[src/rtl/shared_ram_arbiter_pkg.sv]
// Shared definitions for the shared-RAM read arbiter: region/lane encodings,
// the return-path tag and the channel-id width helper.
package shared_ram_pkg;

  localparam logic REG_MODEL    = 1'b0;
  localparam logic REG_SPEECH   = 1'b1;
  // Big-endian speech words: the even byte address maps to bits [15:8].
  localparam logic BYTE_HI_EVEN = 1'b1;

  // Sized for the largest supported channel count (8).
  localparam int CH_ID_MAX_W = 3;

  typedef struct packed {
    logic                   vld;
    logic [CH_ID_MAX_W-1:0] ch_id;
    logic                   region;
    logic                   lsb;
  } tag_t;

  function automatic int ch_id_w(input int n_ch);
    return (n_ch > 1) ? $clog2(n_ch) : 1;
  endfunction

endpackage

[src/rtl/shared_ram_arbiter_if.sv]
// Client-side bus of the shared-RAM arbiter: per-channel request/address in,
// grant, read-valid and read-data out (ch_lock only with SHARED_RAM_ARBITER_BURST_EN).
interface shared_ram_arbiter_if #(
  parameter int N_CH = 2,
  parameter int AW   = 21
);
  logic [N_CH-1:0]    ch_req;
  logic [N_CH*AW-1:0] ch_addr;
  logic [N_CH-1:0]    ch_gnt;
  logic [N_CH-1:0]    ch_rvalid;
  logic [N_CH*8-1:0]  ch_rdata;
`ifdef SHARED_RAM_ARBITER_BURST_EN
  logic [N_CH-1:0]    ch_lock;

  modport master (output ch_req, ch_addr, ch_lock, input ch_gnt, ch_rvalid, ch_rdata);
  modport slave  (input ch_req, ch_addr, ch_lock, output ch_gnt, ch_rvalid, ch_rdata);
`else
  modport master (output ch_req, ch_addr, input ch_gnt, ch_rvalid, ch_rdata);
  modport slave  (input ch_req, ch_addr, output ch_gnt, ch_rvalid, ch_rdata);
`endif
endinterface

[src/rtl/shared_ram_arbiter_rr.sv]
// Round-robin / fixed-priority arbiter with owner lock; grant is combinational
// (zero latency), no backpressure: one grant per cycle whenever any request is up.
module rr_arbiter import shared_ram_pkg::*; #(
  parameter int   N_CH    = 2,
  parameter bit   RR_MODE = 1'b1,
  localparam int  IDW     = ch_id_w(N_CH)
) (
  input  logic            clk,
  input  logic            reset,
  input  logic [N_CH-1:0] req,
  input  logic [N_CH-1:0] lock,
  output logic [N_CH-1:0] gnt,
  output logic [IDW-1:0]  gnt_id,
  output logic            gnt_any
);

  logic [IDW-1:0] ptr_q;
  logic [IDW-1:0] owner_q;
  logic           owner_vld_q;
  logic           lock_hit;

  always_comb begin
    int base;
    int idx;
    gnt      = '0;
    gnt_id   = '0;
    gnt_any  = 1'b0;
    base     = RR_MODE ? int'(ptr_q) : 0;
    idx      = 0;
    // A locked owner that is still requesting overrides the normal search.
    lock_hit = owner_vld_q && req[owner_q] && lock[owner_q];
    if (lock_hit) begin
      gnt_any = 1'b1;
      gnt_id  = owner_q;
    end else begin
      for (int i = 0; i < N_CH; i++) begin
        idx = base + i;
        if (idx >= N_CH) idx = idx - N_CH;
        if (!gnt_any && req[idx]) begin
          gnt_any = 1'b1;
          gnt_id  = IDW'(idx);
        end
      end
    end
    if (gnt_any) gnt[gnt_id] = 1'b1;
  end

  always_ff @(posedge clk) begin
    if (!reset) begin
      ptr_q       <= '0;
      owner_q     <= '0;
      owner_vld_q <= 1'b0;
    end else if (gnt_any) begin
      ptr_q       <= (int'(gnt_id) == N_CH - 1) ? '0 : gnt_id + 1'b1;
      owner_q     <= gnt_id;
      owner_vld_q <= 1'b1;
    end
  end

endmodule

[src/rtl/shared_ram_arbiter.sv]
// Shares one model/speech RAM read port among N_CH byte clients; grant to rvalid = RD_LAT+1,
// no stall (one read accepted per cycle). SHARED_RAM_ARBITER_BURST_EN adds ch_lock owner bursts.
module shared_ram_arbiter import shared_ram_pkg::*; #(
  parameter int N_CH    = 2,
  parameter int AW      = 21,
  parameter int RD_LAT  = 1,
  parameter bit RR_MODE = 1'b1
) (
  input  logic                  clk,
  input  logic                  reset,
  shared_ram_arbiter_if.slave   bus,
  output logic                  model_rd,
  output logic [AW-2:0]         model_addr,
  input  logic [7:0]            model_data,
  output logic                  speech_rd,
  output logic [AW-3:0]         speech_addr,
  input  logic [15:0]           speech_data,
  output logic                  busy
);

  localparam int IDW = ch_id_w(N_CH);

  logic [N_CH-1:0] req_eff;
  logic [N_CH-1:0] lock_eff;
  logic [N_CH-1:0] gnt;
  logic [IDW-1:0]  gnt_id;
  logic            gnt_any;
  logic [AW-1:0]   sel_addr;

  // No grants while reset is held, so every output reads 0 during reset.
  assign req_eff = reset ? bus.ch_req : '0;

`ifdef SHARED_RAM_ARBITER_BURST_EN
  assign lock_eff = bus.ch_lock;
`else
  assign lock_eff = '0;
`endif

  rr_arbiter #(.N_CH(N_CH), .RR_MODE(RR_MODE)) u_arb (
    .clk     (clk),
    .reset   (reset),
    .req     (req_eff),
    .lock    (lock_eff),
    .gnt     (gnt),
    .gnt_id  (gnt_id),
    .gnt_any (gnt_any)
  );

  assign bus.ch_gnt  = gnt;
  assign sel_addr    = bus.ch_addr[int'(gnt_id) * AW +: AW];
  assign model_rd    = gnt_any && (sel_addr[AW-1] == REG_MODEL);
  assign speech_rd   = gnt_any && (sel_addr[AW-1] == REG_SPEECH);
  assign model_addr  = model_rd  ? sel_addr[AW-2:0] : '0;
  assign speech_addr = speech_rd ? sel_addr[AW-2:1] : '0;

  tag_t tag_q [RD_LAT];
  tag_t new_tag;
  tag_t ret_tag;

  always_comb begin
    new_tag        = '0;
    new_tag.vld    = gnt_any;
    new_tag.ch_id  = CH_ID_MAX_W'(gnt_id);
    new_tag.region = sel_addr[AW-1];
    new_tag.lsb    = sel_addr[0];
  end

  always_ff @(posedge clk) begin
    if (!reset) begin
      for (int i = 0; i < RD_LAT; i++) tag_q[i] <= '0;
    end else begin
      tag_q[0] <= new_tag;
      for (int i = 1; i < RD_LAT; i++) tag_q[i] <= tag_q[i-1];
    end
  end

  assign ret_tag = tag_q[RD_LAT-1];

  logic [7:0] ret_byte;
  logic       take_hi;

  always_comb begin
    take_hi  = ret_tag.lsb ^ BYTE_HI_EVEN;
    ret_byte = model_data;
    if (ret_tag.region == REG_SPEECH) ret_byte = take_hi ? speech_data[15:8] : speech_data[7:0];
  end

  logic [N_CH-1:0]      rvalid_q;
  logic [N_CH-1:0][7:0] rdata_q;

  always_ff @(posedge clk) begin
    if (!reset) begin
      rvalid_q <= '0;
      rdata_q  <= '0;
    end else begin
      rvalid_q <= '0;
      for (int i = 0; i < N_CH; i++) begin
        if (ret_tag.vld && ret_tag.ch_id == CH_ID_MAX_W'(i)) begin
          rvalid_q[i] <= 1'b1;
          rdata_q[i]  <= ret_byte;
        end
      end
    end
  end

  assign bus.ch_rvalid = rvalid_q;
  assign bus.ch_rdata  = rdata_q;

  logic tag_busy;

  always_comb begin
    tag_busy = 1'b0;
    for (int i = 0; i < RD_LAT; i++) tag_busy = tag_busy | tag_q[i].vld;
  end

  assign busy = tag_busy | (|rvalid_q);

endmodule

[src/flat_wrapper.sv]
// flat-port wrapper written by rule: the top's interface ports become plain ports
module shared_ram_arbiter_flat import shared_ram_pkg::*;
#(
  parameter int N_CH    = 2,
  parameter int AW      = 21,
  parameter int RD_LAT  = 1,
  parameter bit RR_MODE = 1'b1
)
  (clk, reset, model_rd, model_addr, model_data, speech_rd, speech_addr, speech_data, busy, bus_ch_req, bus_ch_addr, bus_ch_gnt, bus_ch_rvalid, bus_ch_rdata);
  shared_ram_arbiter_if #(.N_CH(N_CH), .AW(AW)) bus_i ();
  input  logic clk;
  input  logic reset;
  output logic model_rd;
  output logic [AW-2:0] model_addr;
  input  logic [7:0] model_data;
  output logic speech_rd;
  output logic [AW-3:0] speech_addr;
  input  logic [15:0] speech_data;
  output logic busy;
  input wire logic [$bits(bus_i.ch_req)-1:0] bus_ch_req;
  input wire logic [$bits(bus_i.ch_addr)-1:0] bus_ch_addr;
  output wire logic [$bits(bus_i.ch_gnt)-1:0] bus_ch_gnt;
  output wire logic [$bits(bus_i.ch_rvalid)-1:0] bus_ch_rvalid;
  output wire logic [$bits(bus_i.ch_rdata)-1:0] bus_ch_rdata;
  assign bus_i.ch_req = bus_ch_req;
  assign bus_i.ch_addr = bus_ch_addr;
  assign bus_ch_gnt = bus_i.ch_gnt;
  assign bus_ch_rvalid = bus_i.ch_rvalid;
  assign bus_ch_rdata = bus_i.ch_rdata;
  shared_ram_arbiter #(.N_CH(N_CH), .AW(AW), .RD_LAT(RD_LAT), .RR_MODE(RR_MODE)) u_core (.clk(clk), .reset(reset), .bus(bus_i), .model_rd(model_rd), .model_addr(model_addr), .model_data(model_data), .speech_rd(speech_rd), .speech_addr(speech_addr), .speech_data(speech_data), .busy(busy));
endmodule
[config.mk]
export PLATFORM = sky130hd
export DESIGN_NAME = shared_ram_arbiter_flat
export DESIGN_NICKNAME = d
export VERILOG_FILES = /design/src/rtl/shared_ram_arbiter_pkg.sv /design/src/rtl/shared_ram_arbiter_if.sv /design/src/rtl/shared_ram_arbiter_rr.sv /design/src/rtl/shared_ram_arbiter.sv /design/src/flat_wrapper.sv
export SDC_FILE = /design/constraint.sdc
export NUM_CORES = 1
export LEC_CHECK = 0
export CORE_MARGIN = 3
export CORE_UTILIZATION = 29
export CTS_CLUSTER_DIAMETER = 40
export DETAILED_ROUTE_END_ITERATION = 10
export GPL_TIMING_DRIVEN = 0
export PLACE_DENSITY_LB_ADDON = 0.08
export SLEW_MARGIN = 20
export SYNTH_ARGS = -nofsm -noshare
export SYNTH_HDL_FRONTEND = slang
export SYNTH_HIERARCHICAL = 1
export SYNTH_SLANG_ARGS = --single-unit
[constraint.sdc]
create_clock -name clk -period 2.1 [get_ports clk]
set_clock_uncertainty 0.1 [all_clocks]
set_input_delay 0.315 -clock clk [delete_from_list [all_inputs] [get_ports clk]]
set_output_delay 0.315 -clock clk [all_outputs]
set_load 0.05 [all_outputs]
==> results.md <==
* Status: finished with violations
* Failing checks: negative setup slack
* Setup-failing EPs final at 41
* Leading cell type in the layout, fill and taps excluded: clkdlybuf4s50_1
* Syn Inst Count at 200
* Clk slew on worst S/H paths at 0.08 ns
* CP arrival at about 2.1 ns
* Total track usage at 0.191
* Hold Path Class: input port to register
* CTS tree: done
* Diode count at 0
* Fillers at 360
* DP Cell Count at 404
* Clock buffer depth at 2
* Share of the synthesized area in the top cell type at 0.321
* H-tree depth at 1
* Avg Cell Area, Syn at between 7 and 8 um2
* Vias at roughly 2,000
* Max frequency at between 0.3 and 0.4 GHz
* Worst skew pair latency at 0.27 ns
* Fin worst setup slack at -0.429 ns
* Mapped cell area at 1560 um2
* Startpoint types: register
* First-pass GRT wire length at 9490 um
* Routed wire per std cell at 15.1 um
* Seq cells post-synth at 25
* Row Count at 26
* Worst Path Required at 1.68 ns
* CTS Buf Count at 3
* Worst-margin pin slew at 0.514 ns
* PortBufs at 131
* Max-slew headroom at 0.656
* Layout area overhead at 148%
* CP Max Fanout at 5
* Power, Total at 1.75 mW
* DRC Markers at 0
* Vias per cell at 4.72
* Synth top area cells: dfxtp_1 (32%), mux2i_1 (18%), nor2_1 (13%)
* Unrepaired setup endpoints after global routing: yes
* Root Buffer: clkbuf_8
* Worst Setup Path Type: register to output port
* Fin crit period at approximately 2.5 ns
* Layout cells sized above 1 at 0.415
* Fin crit share at 1.20
* GP Congestion at ~0.79
* Yosys warns at 6
* Worst vdd rail ir drop at about 0.33 mV
* Fin util at 0.748
* Dpl ws at -1.47 ns
* Crit. End Element: output port
* Leak at 1.46 nW
* Largest net degree at the start of global routing at 15
* Area leader, netlist: dfxtp_1
* Final WL at 6320 um
* Die ar. at 6300 um2
* Power Density at 451 nW/um2
* Dpl hpwl at 4520 um
* I/O pins at 132
* Distinct cells, synth at 29
* Vias in the first global route at ~2,000
* DIE WIDTH at around 80 um
* Final ANT Viol Nets at 0
* Nets at 420
* # hold bufs at CTS at 0
* Overflow after GRT at 0
* DR iter-0 viols at 21
* CTS sink cnt at 25
* Antenna violations before repair at 0
* Max-cap violation count at 0
* Starting Density at 0.302
* Sequential-to-total area share from yosys stat at 0.321
* CORE AREA at 5170 um2
* Max Slew Vio Count at 0
* Layout Cells excl Fill at 419
* DR pass1 iterations at 4
* Most frequent cells in the layout: clkdlybuf4s50_1 (85), nor2_4 (39), buf_6 (31)
* Final hold vios at 0
* Setup_tns at -16.51 ns
* Die Ht at 79.4 um
## logic make-up after synthesis
kind of cell	synth area share
simple gates	0.226
compound gates	0.180
other cells	0.00240
buf+inv	0.0825
flops	0.321
mux	0.188
## repair_timing
item | CTS | global route
setup buffers | 7 | 1
pin swaps | 8 | 5
endpoints found under the setup margin | 44 | 44
resized for setup | 361 | 13
cloned | 4 | 0
## routing by layer
| metal | GRT usage | vias up | routed length [um] |
|---|---|---|---|
| li1 | - | 982 | - |
| met1 | 0.229 | 934 | 2370 |
| met2 | 0.359 | 57 | 3590 |
| met3 | 0.0361 | 4 | 327 |
| met4 | 0.0258 | 0 | 29 |
| met5 | 0 | - | 0 |
## area by class of cell
| class | instances | area (um2) | share of cell area |
|---|---|---|---|
| repair buffers | 142 | 1550 | 0.401 |
| multi-input cells | 157 | 1480 | 0.381 |
| flip-flops and latches | 25 | 504 | 0.130 |
| plain buffers | 15 | 176 | 0.0456 |
| well taps | 70 | 87.6 | 0.0226 |
| clock buffers | 3 | 41.3 | 0.0107 |
| inverters | 6 | 30.0 | 0.00776 |
| clock inverters | 1 | 5.00 | 0.00129 |
## path summary, 6_finish.rpt
kind                              end  depth (start not counted)               startpoint  slack, ns
max                   speech_addr[12]                         10       u_core/u_arb/ptr_q      -0.43
min          u_core/u_arb/owner_vld_q                          2                    reset       0.21
max reg2reg        u_core/tag_q[0][0]                          7       u_core/u_arb/ptr_q       0.28
min reg2reg   u_core/bus.ch_rdata[13]                          2  u_core/bus.ch_rdata[13]       0.36
## synth_stat cells, drive strengths merged
| library cell | number |
|---|---|
| a21oi | 18 |
| dfxtp | 25 |
| and3 | 1 |
| a211oi | 1 |
| nor2b | 2 |
| inv | 6 |
| buf | 13 |
| nor2 | 52 |
| nor3 | 1 |
| a211o | 16 |
| or2 | 1 |
| mux2i | 29 |
| or3 | 1 |
| o221a | 1 |
| nand2b | 3 |
| o21a | 1 |
| conb | 1 |
| and2 | 5 |
| clkbuf | 2 |
| a21boi | 1 |
| nand2 | 19 |
| o32ai | 1 |
## where the power goes
part / switching, mW / leakage [nW] / internal, mW / total, mW
clock network: 0.148 / 0.0255 / 0.133 / 0.281
logic: 0.514 / 1.23 / 0.442 / 0.956
registers: 0.0154 / 0.205 / 0.494 / 0.510
total: 0.678 / 1.46 / 1.07 / 1.75
## sequential cells by signal (all words and copies together) (netlist names)
name / cells
u_core/bus.ch_rdata: 16
u_core/tag_q: 4
u_core/bus.ch_rvalid: 2
u_core/u_arb/owner_q: 1
u_core/u_arb/owner_vld_q: 1
u_core/u_arb/ptr_q: 1
## worst max-delay path, cell delays in order, from the launching register on
cell and delay, ns:
dfxtp_4 0.37, a21boi_4 0.19, o32ai_4 0.10, nor2b_1 0.12, buf_4 0.16, mux2i_4 0.24, nand2b_4 0.20, buf_12 0.12
buf_12 0.13, nor2_4 0.04, buf_6 0.16
## through the flow
step	cell area [um2]	hold slack (ns)
floorplan	1910	0.332
global placement	3310	0.340
detailed placement	3310	0.343
CTS	3850	0.201
global route	3870	0.194
finish	3870	0.208
No activity file was read; power rests on OpenSTA's default activity.
